## src/rtl/cond_pkg.sv

```systemverilog
// Condition codes, flag bit positions and flag-write selects
// shared by the condition unit and its checkers.
package cond_pkg;

  localparam logic [3:0] COND_EQ = 4'b0000;
  localparam logic [3:0] COND_NE = 4'b0001;
  localparam logic [3:0] COND_CS = 4'b0010;
  localparam logic [3:0] COND_CC = 4'b0011;
  localparam logic [3:0] COND_MI = 4'b0100;
  localparam logic [3:0] COND_PL = 4'b0101;
  localparam logic [3:0] COND_VS = 4'b0110;
  localparam logic [3:0] COND_VC = 4'b0111;
  localparam logic [3:0] COND_HI = 4'b1000;
  localparam logic [3:0] COND_LS = 4'b1001;
  localparam logic [3:0] COND_GE = 4'b1010;
  localparam logic [3:0] COND_LT = 4'b1011;
  localparam logic [3:0] COND_GT = 4'b1100;
  localparam logic [3:0] COND_LE = 4'b1101;
  localparam logic [3:0] COND_AL = 4'b1110;

  localparam int FLAG_N = 3;
  localparam int FLAG_Z = 2;
  localparam int FLAG_C = 1;
  localparam int FLAG_V = 0;

  localparam int FLAGW_NZ = 1;
  localparam int FLAGW_CV = 0;

endpackage

```

## src/rtl/cond_check.sv

```systemverilog
// Combinational condition-field evaluator against an NZCV value.
// Shared with the branch predictor checker.
module cond_check
  import cond_pkg::*;
(
  input  logic [3:0] cond,
  input  logic [3:0] flags,
  output logic       pass
);

  logic n, z, c, v;

  assign n = flags[FLAG_N];
  assign z = flags[FLAG_Z];
  assign c = flags[FLAG_C];
  assign v = flags[FLAG_V];

  always_comb begin
    pass = 1'b1;
    unique case (cond)
      COND_EQ: pass = z;
      COND_NE: pass = ~z;
      COND_CS: pass = c;
      COND_CC: pass = ~c;
      COND_MI: pass = n;
      COND_PL: pass = ~n;
      COND_VS: pass = v;
      COND_VC: pass = ~v;
      COND_HI: pass = c & ~z;
      COND_LS: pass = ~c | z;
      COND_GE: pass = (n == v);
      COND_LT: pass = (n != v);
      COND_GT: pass = ~z & (n == v);
      COND_LE: pass = z | (n != v);
      COND_AL: pass = 1'b1;
      default: pass = 1'b1;
    endcase
  end

endmodule

```

## src/rtl/cond_unit.sv

```systemverilog
// Architectural NZCV register, execute-stage write gating
// and saturating executed/squashed debug counters.
module cond_unit
  import cond_pkg::*;
#(
  parameter int CNT_W = 16
) (
  input  logic             clk,
  input  logic             reset,
  input  logic             valid_i,
  input  logic             stall_i,
  input  logic [3:0]       cond_i,
  input  logic [1:0]       flag_w_i,
  input  logic [3:0]       alu_flags_i,
  input  logic             pcs_i,
  input  logic             reg_w_i,
  input  logic             mem_w_i,
  input  logic             no_write_i,
  input  logic             cnt_clr_i,
  output logic             pc_src_o,
  output logic             reg_write_o,
  output logic             mem_write_o,
  output logic             cond_ex_o,
  output logic [3:0]       flags_o,
  output logic [CNT_W-1:0] exec_cnt_o,
  output logic [CNT_W-1:0] squash_cnt_o
);

  logic [3:0]       flags_q;
  logic [CNT_W-1:0] exec_q;
  logic [CNT_W-1:0] squash_q;
  logic             pass;
  logic             commit;
  logic             upd;

  cond_check u_check (
    .cond  (cond_i),
    .flags (flags_q),
    .pass  (pass)
  );

  assign cond_ex_o   = valid_i & pass;
  assign commit      = valid_i & ~stall_i;
  assign upd         = commit & cond_ex_o;
  assign pc_src_o    = upd & pcs_i;
  assign reg_write_o = upd & reg_w_i & ~no_write_i;
  assign mem_write_o = upd & mem_w_i;

  // No bypass: the condition always sees the pre-update register.
  always_ff @(posedge clk or posedge reset) begin
    if (reset) begin
      flags_q <= 4'b0000;
    end else if (upd) begin
      if (flag_w_i[FLAGW_NZ]) begin
        flags_q[FLAG_N] <= alu_flags_i[FLAG_N];
        flags_q[FLAG_Z] <= alu_flags_i[FLAG_Z];
      end
      if (flag_w_i[FLAGW_CV]) begin
        flags_q[FLAG_C] <= alu_flags_i[FLAG_C];
        flags_q[FLAG_V] <= alu_flags_i[FLAG_V];
      end
    end
  end

  always_ff @(posedge clk or posedge reset) begin
    if (reset) begin
      exec_q   <= '0;
      squash_q <= '0;
    end else if (cnt_clr_i) begin
      exec_q   <= '0;
      squash_q <= '0;
    end else if (commit) begin
      if (cond_ex_o) begin
        if (~&exec_q) exec_q <= exec_q + 1'b1;
      end else begin
        if (~&squash_q) squash_q <= squash_q + 1'b1;
      end
    end
  end

  assign flags_o      = flags_q;
  assign exec_cnt_o   = exec_q;
  assign squash_cnt_o = squash_q;

endmodule

```

## config.mk

```make
export PLATFORM = sky130hd
export DESIGN_NAME = cond_unit
export DESIGN_NICKNAME = d
export VERILOG_FILES = /design/src/rtl/cond_pkg.sv /design/src/rtl/cond_check.sv /design/src/rtl/cond_unit.sv
export SDC_FILE = /design/constraint.sdc
export NUM_CORES = 1
export LEC_CHECK = 0
export CAP_MARGIN = 25
export CORE_MARGIN = 5
export CORE_UTILIZATION = 49
export CTS_CLUSTER_DIAMETER = 100
export CTS_CLUSTER_SIZE = 30
export DETAILED_ROUTE_END_ITERATION = 8
export PLACE_DENSITY = 0.88
export SLEW_MARGIN = 5
export SYNTH_ARGS = -nofsm -noshare
export SYNTH_HDL_FRONTEND = slang
export SYNTH_SLANG_ARGS = --single-unit
```

## constraint.sdc

```tcl
create_clock -name clk -period 2.9 [get_ports clk]
set_input_delay 0.435 -clock clk [delete_from_list [all_inputs] [get_ports clk]]
set_output_delay 0.435 -clock clk [all_outputs]
set_load 0.02 [all_outputs]
```

* Yosys cells after proc, flatten, opt, wreduce, memory -nomap -nowiden
Cells that the tools add are included.
W data, S select, Z words.
** Cells by class
- Bitwise gates (word level) :: 17
- Reduce and logical (&&, ||, !) cells :: 9
- Mux-type cells :: 9
- Eq/ne operators :: 18
- $add $sub $neg :: 2
** Operators with widths (count)
- $mux W16 :: 8
- $add A16 B1 Y16 const B :: 2
- $reduce_and A16 Y1 :: 2
- $eq A4 B4 Y1 const B :: 6
- $eq A4 B3 Y1 const B :: 4
- $pmux W1 S14 :: 1
- $and A1 B1 Y1 :: 9
- $eq A4 B2 Y1 const B :: 2
- $ne A2 B2 Y1 const B :: 3
- $not A1 Y1 :: 6
- $reduce_and A3 Y1 :: 2
- $eq A4 B1 Y1 const B :: 1
- $logic_not A4 Y1 :: 1
- $reduce_and A2 Y1 :: 2
- $reduce_bool A2 Y1 :: 2
- $or A1 B1 Y1 :: 2
- $eq A1 B1 Y1 :: 1
- $ne A1 B1 Y1 :: 1
** Storage, ports and cells
- Bits in registers :: 36
- Input port bits :: 19
- Output and inout port bits :: 40

* Logic depth before layout (Yosys ltp)
Gate-level depths: netlist of the first run.
- Depth after elaboration :: 7
- Depth in mapped cells :: 9
- Mapped depth without buffers :: 7

* Modules after synthesis
Synthesis of the first run repeated with hierarchy kept, for this count alone.
** Unflattened totals
- Cells, all modules :: 233
- Area, all modules :: 2137.0 um^2
** By module, submodules not included
- cond_unit :: area each 1971.9 um^2, seq. area each 900.9 um^2, instances 1, cells an instance 210
- cond_check :: area each 165.2 um^2, seq. area each 0.0 um^2, instances 1, cells an instance 23

* Worst setup path after synthesis of the first run
No wires, ideal clock.
- Kind :: flip-flop to output port
- From :: register flags_q[3] (netlist: flags_o[3])
- To :: output reg_write_o
- Arrival :: 2.262 ns
- Path buffers :: 2
- Cell stages (with the launch flop) :: 8
- Required time :: 2.465 ns
- Slack :: 0.203 ns
- Cell sequence :: dfrtp_1 > inv_1 > a21oi_1 > or4b_1 > a41o_4 > buf_6 > buf_6 > nor3b_1
** Between the ends
- Cells in the longest elaborated chain, start to end :: 7
- Elaborated cells on any way between the ends :: 10
** RTL lines
- start, declared :: RTL line cond_unit.sv:29 : logic [3:0] flags_q;
- start signal, assigned by index :: RTL line cond_unit.sv:55 : flags_q[FLAG_N] <= alu_flags_i[FLAG_N];
- start signal, assigned by index :: RTL line cond_unit.sv:56 : flags_q[FLAG_Z] <= alu_flags_i[FLAG_Z];
- start signal, assigned by index :: RTL line cond_unit.sv:59 : flags_q[FLAG_C] <= alu_flags_i[FLAG_C];
- $ne A1 B1 Y1 / $eq A1 B1 Y1 (equally long branches)
- $or A1 B1 Y1 / $and A1 B1 Y1 (equally long branches) :: RTL line cond_check.sv:34, cond_check.sv:33
- $pmux W1 S14 * :: RTL line cond_check.sv:20 : unique case (cond)
- $and A1 B1 Y1 * :: RTL line cond_unit.sv:42 : assign cond_ex_o = valid_i & pass;
- $and A1 B1 Y1 * :: RTL line cond_unit.sv:44 : assign upd = commit & cond_ex_o;
- $and A1 B1 Y1 * (2 in series) :: RTL line cond_unit.sv:46 : assign reg_write_o = upd & reg_w_i & ~no_write_i;
- end, declared :: RTL line cond_unit.sv:21 : output logic reg_write_o,
Mark *: on every way between the ends. The rest lies on a longest branch, timed or not.

* Worst setup path after layout of the first run
- From :: input cond_i[0]
- To :: output reg_write_o
** Between the ends
- Cells in the longest elaborated chain, start to end :: 6
- Elaborated cells on any way between the ends :: 19
** RTL lines
- start, declared :: RTL line cond_unit.sv:12 : input logic [3:0] cond_i,
- $eq A4 B4 Y1, or another cell as far along :: RTL line cond_check.sv:20
- $pmux W1 S14 * :: RTL line cond_check.sv:20
- $and A1 B1 Y1 * :: RTL line cond_unit.sv:42
- $and A1 B1 Y1 * :: RTL line cond_unit.sv:44
- $and A1 B1 Y1 * (2 in series) :: RTL line cond_unit.sv:46
Marks and branches as above.

==> flow_metrics.py, run 1 <==
metrics = {
    "clock_network": {
        "cts.hold.buffers_added": 0,
        "numClockSinks": 36,
        "clk_latency_ps": 300,
        "clockBufferDepth": 2,
        "clkTransAtPathRegs_ps": 70,
        "cts_bufs_inserted": 5,
        "tritoncts": "yes",
        "clock_tree.htree_level_count": 2,
        "root_buffer": "sky130_fd_sc_hd__clkbuf_8",
    },
    "synthesis": {
        "ys.flop_type": "sky130_fd_sc_hd__dfrtp_1",
        "synth_edf_count": 0,
        "synthesis.area_um2": 2268,
        "syn-instance-count": 247,
        "mean_post_synth_cell_area_um2": 9.184,
        "yosysWarningCount": 0,
        "postSynthRegisterBits": 36,
        "synth.yosys.seq_area_share": 0.3971,
        "number_of_distinct_standard_cells_referenced_by_the_synthesized_netlist": 45,
        "asyncSetResetFlopFracSynth": 1.000,
        "mappedNetlistNets": 268,
    },
    "die": {
        "chipWidth_um": 78.04,
        "row_count": 24,
        "die_height_um": 78.04,
        "design.die.area_um2": 6090,
        "pin_count": 59,
        "coreArea_um2": 4414,
        "initial_core_util": 0.5139,
    },
    "layout": {
        "diodes": 0,
        "areaGrowthSynthToFinish_pct": 33.04,
        "layout.area.seq_um2": 900.9,
        "share_of_post_route_cells_with_drive_strength_above_1": 0.1447,
        "final_cell_mix": "sky130_fd_sc_hd__clkdlybuf4s50_1 (52), sky130_fd_sc_hd__dfrtp_1 (36), sky130_fd_sc_hd__a21oi_1 (22)",
        "filler_cell_count": 347,
        "fin_area_um2": 3018,
        "multiInputGateArea_um2": 1252,
        "finalNetCount": 331,
        "layout_commonest_cell": "sky130_fd_sc_hd__clkdlybuf4s50_1",
    },
    "critical_path": {
        "timing.critical_path.cells": "clkdlybuf4s50_1, inv_1, buf_4, xnor2_1, or3_4, a41o_4, nor3b_1, clkdlybuf4s15_2",
        "critical_path.max_stage_delay_ps": 500,
        "worstSetupStartpointType": "input port",
        "timing.critical_path.to_type": "output pin",
        "timing_worst_setup_path_type": "in2out",
        "crit_path_max_fanout": 3,
        "critical_path.n_buffers_inverters": 4,
        "worstPathArrival_ps": 2340,
        "crit_family": "buffers and inverters",
        "cp_data_required_time_ps": 2470,
        "critical_path.slowest_cell": "sky130_fd_sc_hd__clkdlybuf4s50_1",
    },
    "detailed_routing": {
        "number_of_drc_markers_in_iteration_0": 195,
        "number_of_antenna_violating_nets_in_the_routed_design": 0,
        "dr.pass1.iters": 4,
        "detail_route.drc_violations": 0,
        "via_per_inst": 6.193,
        "route.detailed.wl_per_inst_um": 16.79,
        "final_routed_wirelength_mm": 6.094,
        "routed-via-count": 2248,
    },
    "placement": {
        "dpl_cell_area_um2": 2929,
        "buffer_ports.inserted": 58,
        "half_perimeter_wire_length_after_placement_mm": 4.336,
        "gp_routability_congestion": 0.8529,
    },
    "sta": {
        "timing.final.crit_share": 0.9582,
        "remaining_max_slew_budget_at_the_tightest_pin": 0.4075,
        "rsz0062_at_grt": "no",
        "period_minus_slack_ps": 2779,
        "max_freq_mhz": 359.9,
        "tightestPinTransition_ps": 877.5,
        "finalSetupViolations": 0,
        "skew_ps": 8.178,
        "max_transition_viols_final": 0,
        "final_hold_viol_count": 0,
    },
    "global_route": {
        "grt_pass1_wl_mm": 10.43,
        "vias_in_the_first_global_route": 2191,
        "overall_fraction_of_global_route_tracks_in_use": 0.2069,
        "grt_remaining_overflow": 0,
        "antenna_found_initial": 0,
        "grt_start_max_net_pins": 37,
    },
    "min_path": {
        "holdCritPathClass": "in2async",
    },
    "run_status": {
        "status": "finished, final reports clean",
    },
    "power": {
        "power_density_nw_per_um2": 466.4,
        "worst_ir_drop_vdd_uv": 336.7,
        "totalPowerFinal_mw": 1.408,
        "power.static_leakage_nw": 1.153,
    },
    "run": {
        "timing.max_cap.violations": 0,
    },
}
==> path summary, 6_finish.rpt <==
kind / from / end / slack [ps] / cells past startpoint
max in group asynchronous: reset / exec_cnt_o[12] / 2010 / 3
max: cond_i[0] / reg_write_o / 120 / 8
min: reset / exec_cnt_o[5] / 560 / 3
max reg2reg: flags_o[3] / exec_cnt_o[15] / 420 / 7
min reg2reg: flags_o[1] / flags_o[1] / 560 / 1
min in group clk: flags_o[1] / flags_o[1] / 560 / 1
==> synth_stat cells, types with 4 or more instances <==
cell | n | area share
sky130_fd_sc_hd__a21oi_1 | 22 | 0.049
sky130_fd_sc_hd__and3_1 | 7 | 0.019
sky130_fd_sc_hd__clkbuf_1 | 9 | 0.015
sky130_fd_sc_hd__dfrtp_1 | 36 | 0.40
sky130_fd_sc_hd__inv_1 | 9 | 0.015
sky130_fd_sc_hd__mux2_2 | 7 | 0.035
sky130_fd_sc_hd__nand2_1 | 16 | 0.026
sky130_fd_sc_hd__nand3_1 | 14 | 0.031
sky130_fd_sc_hd__nand4_1 | 6 | 0.017
sky130_fd_sc_hd__nor2_1 | 14 | 0.023
sky130_fd_sc_hd__nor2b_1 | 6 | 0.017
sky130_fd_sc_hd__nor3b_1 | 4 | 0.013
sky130_fd_sc_hd__o21ai_0 | 4 | 0.0088
sky130_fd_sc_hd__o31ai_1 | 18 | 0.060
sky130_fd_sc_hd__or2_2 | 5 | 0.014
sky130_fd_sc_hd__or4_1 | 19 | 0.063
==> timing repair <==
item / CTS / global route
pin swaps: 1 / 1
gates resized for setup: 10 / 7
setup endpoints to repair: 4 / 13
hold endpoints to repair: 0 / 0
buffers inserted: 1 / 0
==> cell type report <==
| cell class | instances | share of cell area |
|---|---|---|
| clock inverters | 2 | 0.003317 |
| flip-flops and latches | 36 | 0.2985 |
| clock buffers | 6 | 0.02736 |
| well taps | 52 | 0.02156 |
| multi-input cells | 186 | 0.4150 |
| inverters | 9 | 0.01119 |
| repair buffers | 72 | 0.2231 |
==> per-layer routing <==
layer	vias up	share of wire	global-route usage
met5	-	0	0
met4	0	0.016	0.04899
met3	10	0.052	0.05378
met2	56	0.52	0.3560
met1	1110	0.42	0.2591
li1	1072	-	-
==> cells by family (layout without fill, tap and decap cells) <==
group / count (synthesis) / after routing / synth area share
fa+ha+maj: 2 / 2 / 0.01103
mux: 12 / 12 / 0.05792
flops: 36 / 36 / 0.3971
buf+inv: 25 / 89 / 0.05460
xor+xnor: 3 / 3 / 0.01159
compound gates: 59 / 59 / 0.1776
simple gates: 110 / 110 / 0.2901
==> metrics by stage <==
stage | utilization | cells | TNS (ps) | hold WS, ps | setup WS [ps]
6_report | 0.6837 | 363 | 0 | 555.6 | 121.2
3_5_place_dp | 0.6635 | 355 | -2469 | 549.8 | -362.8
5_1_grt | 0.6837 | 363 | 0 | 579.4 | 22.72
3_3_place_gp | 0.6635 | 355 | -1015 | 540.0 | -267.4
4_1_cts | 0.6874 | 364 | 0 | 564.1 | 19.89
2_1_floorplan | - | 247 | 0 | 586.6 | 202.7
==> worst reg2reg max path: stages, from the launching register on <==
cell and delay (ps):
sky130_fd_sc_hd__dfrtp_1 460, sky130_fd_sc_hd__inv_1 80, sky130_fd_sc_hd__a21oi_1 60, sky130_fd_sc_hd__or4b_1 560, sky130_fd_sc_hd__a41o_4 310, sky130_fd_sc_hd__buf_4 220, sky130_fd_sc_hd__nor4b_1 330, sky130_fd_sc_hd__mux2_2 370
==> power by group <==
part / switching (mW) / internal [mW] / total (mW)
Clock: 0.192 / 0.190 / 0.382
Sequential: 0.0509 / 0.535 / 0.586
Combinational: 0.242 / 0.198 / 0.440
==> registers in the layout, indices dropped and copies added, names as in the netlist <==
register	flops
exec_cnt_o	16
flags_o	4
squash_cnt_o	16
Power figures use the tool's default switching activity.
==> run 2, diff against run 1 <==
- ABC_AREA: not set -> 0
- CORE_UTILIZATION: 49 -> 53
- PLACE_DENSITY: 0.88 -> 0.94
- clock period: 2.9 -> 3.4 ns (I/O delays scaled with it)
==> run 2 against run 1 <==
Net effect: sequential share of layout area increased by 0.22 points; global-route usage grew 1.4 points; register-to-register slack better by 460 ps; sequential power fell by 15%; setup slack better by 58 ps; wire length is 4.7% lower; sequential cell count is the same; critical endpoint is now mem_write_o; highest routed layer unchanged.
==> flow_metrics.py, run 2 (synthesis results as in run 1) <==
metrics = {
    "run": {
        "timing.max_cap.violations": 0,
    },
    "detailed_routing": {
        "via_per_inst": 6.191,
        "number_of_drc_markers_in_iteration_0": 165,
        "final_routed_wirelength_mm": 5.809,
        "dr.pass1.iters": 4,
        "detail_route.drc_violations": 0,
        "routed-via-count": 2204,
        "route.detailed.wl_per_inst_um": 16.32,
        "number_of_antenna_violating_nets_in_the_routed_design": 0,
    },
    "placement": {
        "dpl.cell_count": 349,
        "buffer_ports.inserted": 58,
        "gp_routability_congestion": 0.8589,
        "half_perimeter_wire_length_after_placement_mm": 4.121,
    },
    "sta": {
        "max_transition_viols_final": 0,
        "rsz0062_at_grt": "no",
        "period_minus_slack_ps": 3220,
        "tightestPinTransition_ps": 855.8,
        "finalSetupViolations": 0,
        "remaining_max_slew_budget_at_the_tightest_pin": 0.4274,
        "final_hold_viol_count": 0,
        "timing.final.crit_share": 0.9472,
        "max_freq_mhz": 310.5,
        "setup_tns_ps": 0,
        "skew_ps": 8.056,
    },
    "layout": {
        "layout.area.seq_um2": 900.9,
        "multiInputGateArea_um2": 1244,
        "finalNetCount": 327,
        "diodes": 0,
        "layout_commonest_cell": "sky130_fd_sc_hd__clkdlybuf4s50_1",
        "finalCoreUtilization": 0.7330,
        "final_cell_mix": "sky130_fd_sc_hd__clkdlybuf4s50_1 (57), sky130_fd_sc_hd__dfrtp_1 (36), sky130_fd_sc_hd__a21oi_1 (22)",
        "filler_cell_count": 318,
        "final_cells": 356,
        "areaGrowthSynthToFinish_pct": 32.05,
        "share_of_post_route_cells_with_drive_strength_above_1": 0.1111,
    },
    "power": {
        "sw_frac_of_total": 0.3231,
        "seq_power_share": 0.421,
        "power.clock.fraction": 0.279,
        "pwr-share-comb": 0.299,
        "power_density_nw_per_um2": 396.0,
        "internal_power_uw": 802.9,
        "power.static_leakage_nw": 1.141,
        "worst_ir_drop_vdd_uv": 215.7,
        "p_sw_uw": 383.2,
    },
    "critical_path": {
        "cp.depth": 8,
        "most_common_cell_type_on_the_critical_path": "sky130_fd_sc_hd__clkdlybuf4s50_1",
        "worstSetupStartpointType": "input port",
        "timing_worst_setup_path_type": "in2out",
        "cp_data_required_time_ps": 2890,
        "endpoint": "mem_write_o",
        "timing.reg2reg.worst_path_depth": 7,
        "crit_path_max_fanout": 8,
        "timing.critical_path.to_type": "output pin",
        "critical_path.slowest_cell": "sky130_fd_sc_hd__clkdlybuf4s50_1",
        "critical_path.startpoint": "cond_i[3]",
        "r2r_start": "flags_o[3]",
        "critical_path.n_buffers_inverters": 3,
        "timing.critical_path.cells": "clkdlybuf4s50_1, buf_4, and3b_1, a22oi_1, mux2i_1, nand4_2, and3_1, clkdlybuf4s50_1",
        "r2r_end": "exec_cnt_o[15]",
        "critical_path.max_stage_delay_ps": 530,
        "worstPathArrival_ps": 2710,
        "reg2reg_slack_ps": 880,
        "crit_family": "buffers and inverters",
    },
    "die": {
        "chipWidth_um": 75.42,
        "coreArea_um2": 4086,
        "row_count": 23,
        "initial_core_util": 0.5551,
        "design.die.area_um2": 5688,
        "die_height_um": 75.42,
        "pin_count": 59,
    },
    "global_route": {
        "grt_pass1_wl_mm": 9.756,
        "overall_fraction_of_global_route_tracks_in_use": 0.2205,
        "antenna_found_initial": 0,
        "grt_start_max_net_pins": 37,
        "vias_in_the_first_global_route": 2152,
        "grt_remaining_overflow": 0,
    },
    "clock_network": {
        "clk_latency_ps": 290,
        "root_buffer": "sky130_fd_sc_hd__clkbuf_8",
        "cts_bufs_inserted": 5,
        "clockBufferDepth": 2,
        "numClockSinks": 36,
        "clock_tree.htree_level_count": 2,
        "clkTransAtPathRegs_ps": 70,
        "tritoncts": "yes",
        "postCtsSetupBuffers": 0,
    },
    "min_path": {
        "holdCritPathClass": "reg2reg",
    },
    "run_status": {
        "status": "finished, final reports clean",
    },
}
-- run 2: cell types whose count changed in the layout (fill, tap and decap cells not counted) --
cell                              before  now
sky130_fd_sc_hd__a22oi_1               0    1
sky130_fd_sc_hd__a22oi_2               1    0
sky130_fd_sc_hd__buf_4                14   10
sky130_fd_sc_hd__clkbuf_2              3    0
sky130_fd_sc_hd__clkbuf_8              6    7
sky130_fd_sc_hd__clkdlybuf4s15_2       1    0
sky130_fd_sc_hd__clkdlybuf4s50_1      52   57
sky130_fd_sc_hd__clkinv_2              2    0
sky130_fd_sc_hd__dlygate4sd2_1         1    0
sky130_fd_sc_hd__mux2i_1               2    3
sky130_fd_sc_hd__mux2i_2               1    0
-- run 2: power by group through the flow --
stage          combinational, mW  sequential, mW  clock, mW
2_1_floorplan              0.198           0.532          0
3_3_place_gp               0.348           0.505          0
3_5_place_dp               0.355           0.507          0
4_1_cts                    0.357           0.499      0.334
5_1_grt                    0.393           0.504      0.353
6_report                   0.355           0.499      0.332
-- run 2: cell type report --
cell class                 count  area share
clock buffer                   7     0.03216
inverter                       9     0.01128
multi-input combinational    186      0.4152
sequential                    36      0.3008
tap                           50     0.02089
timing repair buffer          68      0.2197
-- run 2: what timing repair did --
| item | in CTS | in global routing |
|---|---|---|
| resized for setup | 0 | 1 |
| hold buffers | 0 | 0 |
| endpoints found under the setup margin | 0 | 1 |
-- run 2: layer usage --
metal	up-vias	track usage	part of all wire
li1	1060	-	-
met1	1054	0.2821	0.44
met2	80	0.3615	0.48
met3	10	0.05013	0.066
met4	0	0.08932	0.016
met5	-	0	0
-- run 2: worst reg2reg max path: stages (launching register included) --
cell	delay [ps]
sky130_fd_sc_hd__dfrtp_1	460
sky130_fd_sc_hd__inv_1	80
sky130_fd_sc_hd__a21oi_1	60
sky130_fd_sc_hd__or4b_1	570
sky130_fd_sc_hd__a41o_4	310
sky130_fd_sc_hd__buf_4	210
sky130_fd_sc_hd__nor4b_1	350
sky130_fd_sc_hd__mux2_2	380
-- run 2: how the worst min path moves through the flow --
stage / cells after the start / startpoint / end
floorplan: 2 / exec_cnt_o[1] / exec_cnt_o[1]
global route: 1 / flags_o[1] / flags_o[1]
detailed placement: 1 / flags_o[1] / flags_o[1]
finish: 1 / flags_o[1] / flags_o[1]
global placement: 1 / flags_o[1] / flags_o[1]
CTS: 1 / flags_o[1] / flags_o[1]
-- run 2: metrics by stage --
stage | area (um2) | total power [mW] | setup WS [ps] | hold WS, ps
floorplan | 2268 | 0.7299 | 561.8 | 639.0
global placement | 2897 | 0.8533 | 112.1 | 548.2
detailed placement | 2897 | 0.8624 | 71.61 | 551.0
CTS | 2993 | 1.190 | 53.44 | 565.2
global route | 2995 | 1.249 | 18.89 | 595.2
finish | 2995 | 1.186 | 179.6 | 563.9
==> edit 1: new RTL, config.mk and constraints of run 2 <==
`CNT_W`: 16 -> 20.
--- a/src/rtl/cond_unit.sv
+++ b/src/rtl/cond_unit.sv
@@ -3,7 +3,7 @@
 module cond_unit
   import cond_pkg::*;
 #(
-  parameter int CNT_W = 16
+  parameter int CNT_W = 20
 ) (
   input  logic             clk,
   input  logic             reset,
Interface: changed (resized exec_cnt_o and squash_cnt_o); port bits go from 59 to 67. The function was not compared with the original's and may differ.
==> edit 1 against run 2 <==
  * Sequential power up 20%
  * Utilization down 1.6 points
  * Worst setup slack worse by 5.9 ps
  * Hold slack better by 12 ps
  * Routed wire length up 30%
  * Area after synthesis up 25%
  * Final area up 23%
  * Sequential cell count up 8
  * Largest power group unchanged
  * Power up 20%
==> edit 1: results <==
metrics = {
    "run_status": {
        "run_status": "finished clean",
    },
    "drt": {
        "drt-met1-wl_mm": 3.09,
        "wirelength_mm": 7.54,
        "routed-wl-met2_mm": 3.91,
        "wl_met3_um": 435,
        "first_drt_iteration_drcs": 157,
        "via_count_normalized_by_instance_count": 6.21,
        "drt_pass1_iterations": 5,
    },
    "place": {
        "place.port_buffers": 66,
        "final_weighted_congestion_in_routability_driven_placement": 0.832,
        "dp.final_hpwl_mm": 5.26,
    },
    "global_route": {
        "globalRouteMet1Util_pct": 27.1,
        "grt_start_max_net_pins": 56,
        "globalRouteMet2Util_pct": 37.7,
        "groute.layer.met3.usage_pct": 5.25,
        "grt_pass1_vias": 2755,
        "track_usage_pct": 21.8,
    },
    "synthesis": {
        "netlist_instances": 311,
        "synth.net_count": 332,
        "netlist_top_cells_area": "dfrtp_1, mux2_2, or4_1, o31ai_1, nand4_1",
    },
    "worst_setup_path": {
        "critical_path.endpoint": "cond_ex_o",
        "cp_slowest_stage_delay_ps": 590,
    },
    "pwr": {
        "total_leakage_power_nw": 1.40,
        "p_clk_share_pct": 25.2,
        "internal-power_w": 0.000938,
    },
    "timing": {
        "tightest_slew_ps": 597,
    },
    "clocking": {
        "post_cts_resized": 3,
    },
}
-- edit 1: stage by stage --
stage	hold slack, ps	total power (W)	instance area, µm²	utilization [%]	setup WS [ps]
finish	576	0.00142	3680	71.7	174
global placement	560	0.00104	3580	69.6	66.6
CTS	582	0.00142	3680	71.5	4.40
floorplan	640	0.000881	2830	-	278
detailed placement	565	0.00105	3580	69.6	-24.7
global route	602	0.00149	3680	71.7	49.7
-- edit 1: worst min path at each step --
stage	from	endpoint	slack, ps	cells past startpoint
6_report	squash_cnt_o[9]	squash_cnt_o[9]	580	2
5_1_grt	squash_cnt_o[9]	squash_cnt_o[9]	600	2
4_1_cts	squash_cnt_o[9]	squash_cnt_o[9]	580	2
3_5_place_dp	squash_cnt_o[9]	squash_cnt_o[9]	560	2
3_3_place_gp	squash_cnt_o[9]	squash_cnt_o[9]	560	2
2_1_floorplan	exec_cnt_o[8]	exec_cnt_o[8]	640	2
-- edit 1: logic make-up (layout without fill, tap and decap cells) --
kind of cell / count (synthesis) / in the layout / synth area share, %
compound gates: 64 / 64 / 15.0
xor+xnor: 4 / 4 / 1.24
fa+ha+maj: 2 / 2 / 0.883
buf+inv: 23 / 92 / 4.28
flops: 44 / 44 / 38.9
mux: 20 / 20 / 7.81
simple gates: 154 / 154 / 31.9
-- edit 1: area by class of cell --
cell class	count	area (µm²)	area share [%]
Timing Repair Buffer	82	777	21.1
Sequential cell	44	1100	29.9
Multi-Input combinational cell	244	1610	43.7
Clock buffer	7	96.3	2.61
Tap cell	70	87.6	2.38
Inverter	3	11.3	0.306
-- edit 1: worst max-delay path, delay by kind of cell --
family | cells | cell delay, ps
xor+xnor | 1 | 130
buf+inv | 3 | 1180
simple gates | 2 | 360
compound gates | 2 | 530
==> edit 2: new RTL, settings of run 2 <==
Made on the original files. Reset style: synchronous (`reset`), changed in 2 clocked blocks.
--- a/src/rtl/cond_unit.sv
+++ b/src/rtl/cond_unit.sv
@@ -47,7 +47,7 @@
   assign mem_write_o = upd & mem_w_i;
 
   // No bypass: the condition always sees the pre-update register.
-  always_ff @(posedge clk or posedge reset) begin
+  always_ff @(posedge clk) begin
     if (reset) begin
       flags_q <= 4'b0000;
     end else if (upd) begin
@@ -62,7 +62,7 @@
     end
   end
 
-  always_ff @(posedge clk or posedge reset) begin
+  always_ff @(posedge clk) begin
     if (reset) begin
       exec_q   <= '0;
       squash_q <= '0;
Behaviour: differs if reset is asserted again (counterexample within 4 cycles, from zero or initial values and one cycle with reset high); with reset held inactive, the same outputs for 10 cycles.
==> edit 2 against run 2 <==
  * Critical path depth unchanged
  * Worst setup slack improved by 5.8 ps
  * Non-clock buffer count grew 4
  * Sequential cell count unchanged
  * First-iteration DRC count increased by 9.7%
  * Global-route usage fell by 0.62 points
  * Final area is 6.2% lower
  * Routed wire length is 7.1% lower
  * Critical path type unchanged
  * Area after synthesis is 10% lower
  * Cell count is 1.1% lower
  * Register-to-register slack worse by 60 ps
Power is not compared: it rests on default switching activity, and its combinational part moved more than twofold at a synthesized area within 25%.
==> edit 2: results <==
metrics = {
    "timing": {
        "worst_case_hold_slack_ps": 514,
        "fin_skew_ps": 7.79,
        "tightest_slew_ps": 659,
    },
    "synthesis": {
        "synth_compound_gate_area_share_pct": 11.5,
        "synth-xor-area-share_pct": 8.62,
        "netlist_top_cells_area": "dfxtp_1, xnor2_1, nor2_1, nand2_1, nand4_1",
        "muxShareOfSynthArea_pct": 2.95,
        "synth.net_count": 255,
        "library_cells_used_by_synthesis": 51,
        "yosysSeqAreaShare_pct": 35.4,
        "ys_async_sr_fraction_pct": 0,
        "synth.avg_cell_area_um2": 8.69,
        "synthesis.area_um2": 2030,
        "prevailing_post_synth_register_cell": "dfxtp_1",
        "synth_fa_ha_area_share_pct": 1.23,
    },
    "min_path": {
        "timing.hold.worst_path_depth": 2,
        "worst_hold_path.endpoint": "squash_cnt_o[9]",
        "hp-start": "squash_cnt_o[9]",
    },
    "global_route": {
        "globalRouteMet1Util_pct": 25.1,
        "groute.layer.met3.usage_pct": 6.37,
        "track_usage_pct": 21.4,
        "grt_first_pass_wirelength_mm": 8.84,
        "globalRouteMet2Util_pct": 36.9,
        "grt_start_max_net_pins": 33,
    },
    "worst_setup_path": {
        "depth_of_the_most_critical_reg_to_reg_path": 9,
        "cp_slowest_cell": "or4b_1",
        "critPathMaxFanout": 7,
        "cp_slowest_stage_delay_ps": 470,
        "cp.arrival_ps": 2700,
        "r2r_setup_slack_ps": 820,
        "rr_startpoint": "flags_o[3]",
    },
    "final_layout": {
        "fillerInstances": 262,
        "multi_input_gate_share_of_total_cell_area_pct": 44.2,
        "seq_cells": 36,
        "inverters": 5,
        "finalNetCount": 324,
        "layout.comb_gates.multi_input": 183,
        "buf_share_pct": 24.3,
        "final_layout_size_suffix_gt1_share_pct": 13.8,
        "count_of_plain_and_timing_repair_buffers_in_the_layout": 72,
        "finish.cell_count_without_fillers": 352,
        "clockNetworkAreaShare_pct": 3.03,
        "sh_seq_area_pct": 25.7,
    },
    "drt": {
        "routed-wl-met2_mm": 2.70,
        "wirelength_mm": 5.40,
        "via_count_normalized_by_instance_count": 5.65,
        "wl_met3_um": 342,
        "first_drt_iteration_drcs": 181,
        "drt-met1-wl_mm": 2.28,
    },
    "run_status": {
        "run_status": "finished clean",
    },
    "place": {
        "final_weighted_congestion_in_routability_driven_placement": 0.835,
        "place.detailed.instances": 344,
        "place.port_buffers": 58,
        "dp.final_hpwl_mm": 3.87,
    },
    "clocking": {
        "clk_pin_slew_ps": 70,
        "cts_max_path_buffers": 2,
        "post_cts_resized": 4,
    },
}
==> edit 2: changes by cell type in the layout (fill, tap and decap cells not counted), sizes merged, moves of 5 or more <==
| cell | before | now |
|---|---|---|
| dfrtp | 36 | 0 |
| dfxtp | 0 | 36 |
| nor2 | 14 | 31 |
| o31ai | 18 | 2 |
| or4 | 19 | 3 |
| xnor2 | 3 | 17 |
| a21oi | 22 | 12 |
| mux2 | 9 | 0 |
| o21ai | 4 | 11 |
| or3 | 3 | 10 |
| and3 | 7 | 2 |
| nor3 | 2 | 7 |
==> edit 2: worst max path at each step <==
stage                     startpoint     endpoint  slack [ps]  cells past startpoint
after floorplan            cond_i[0]  reg_write_o         310                      8
after global placement     cond_i[3]  reg_write_o         -70                      7
after detailed placement   cond_i[2]  reg_write_o        -100                      8
after CTS                  cond_i[0]  mem_write_o         130                      9
after global routing       cond_i[2]  reg_write_o          50                      8
final                      cond_i[2]  reg_write_o         190                      8
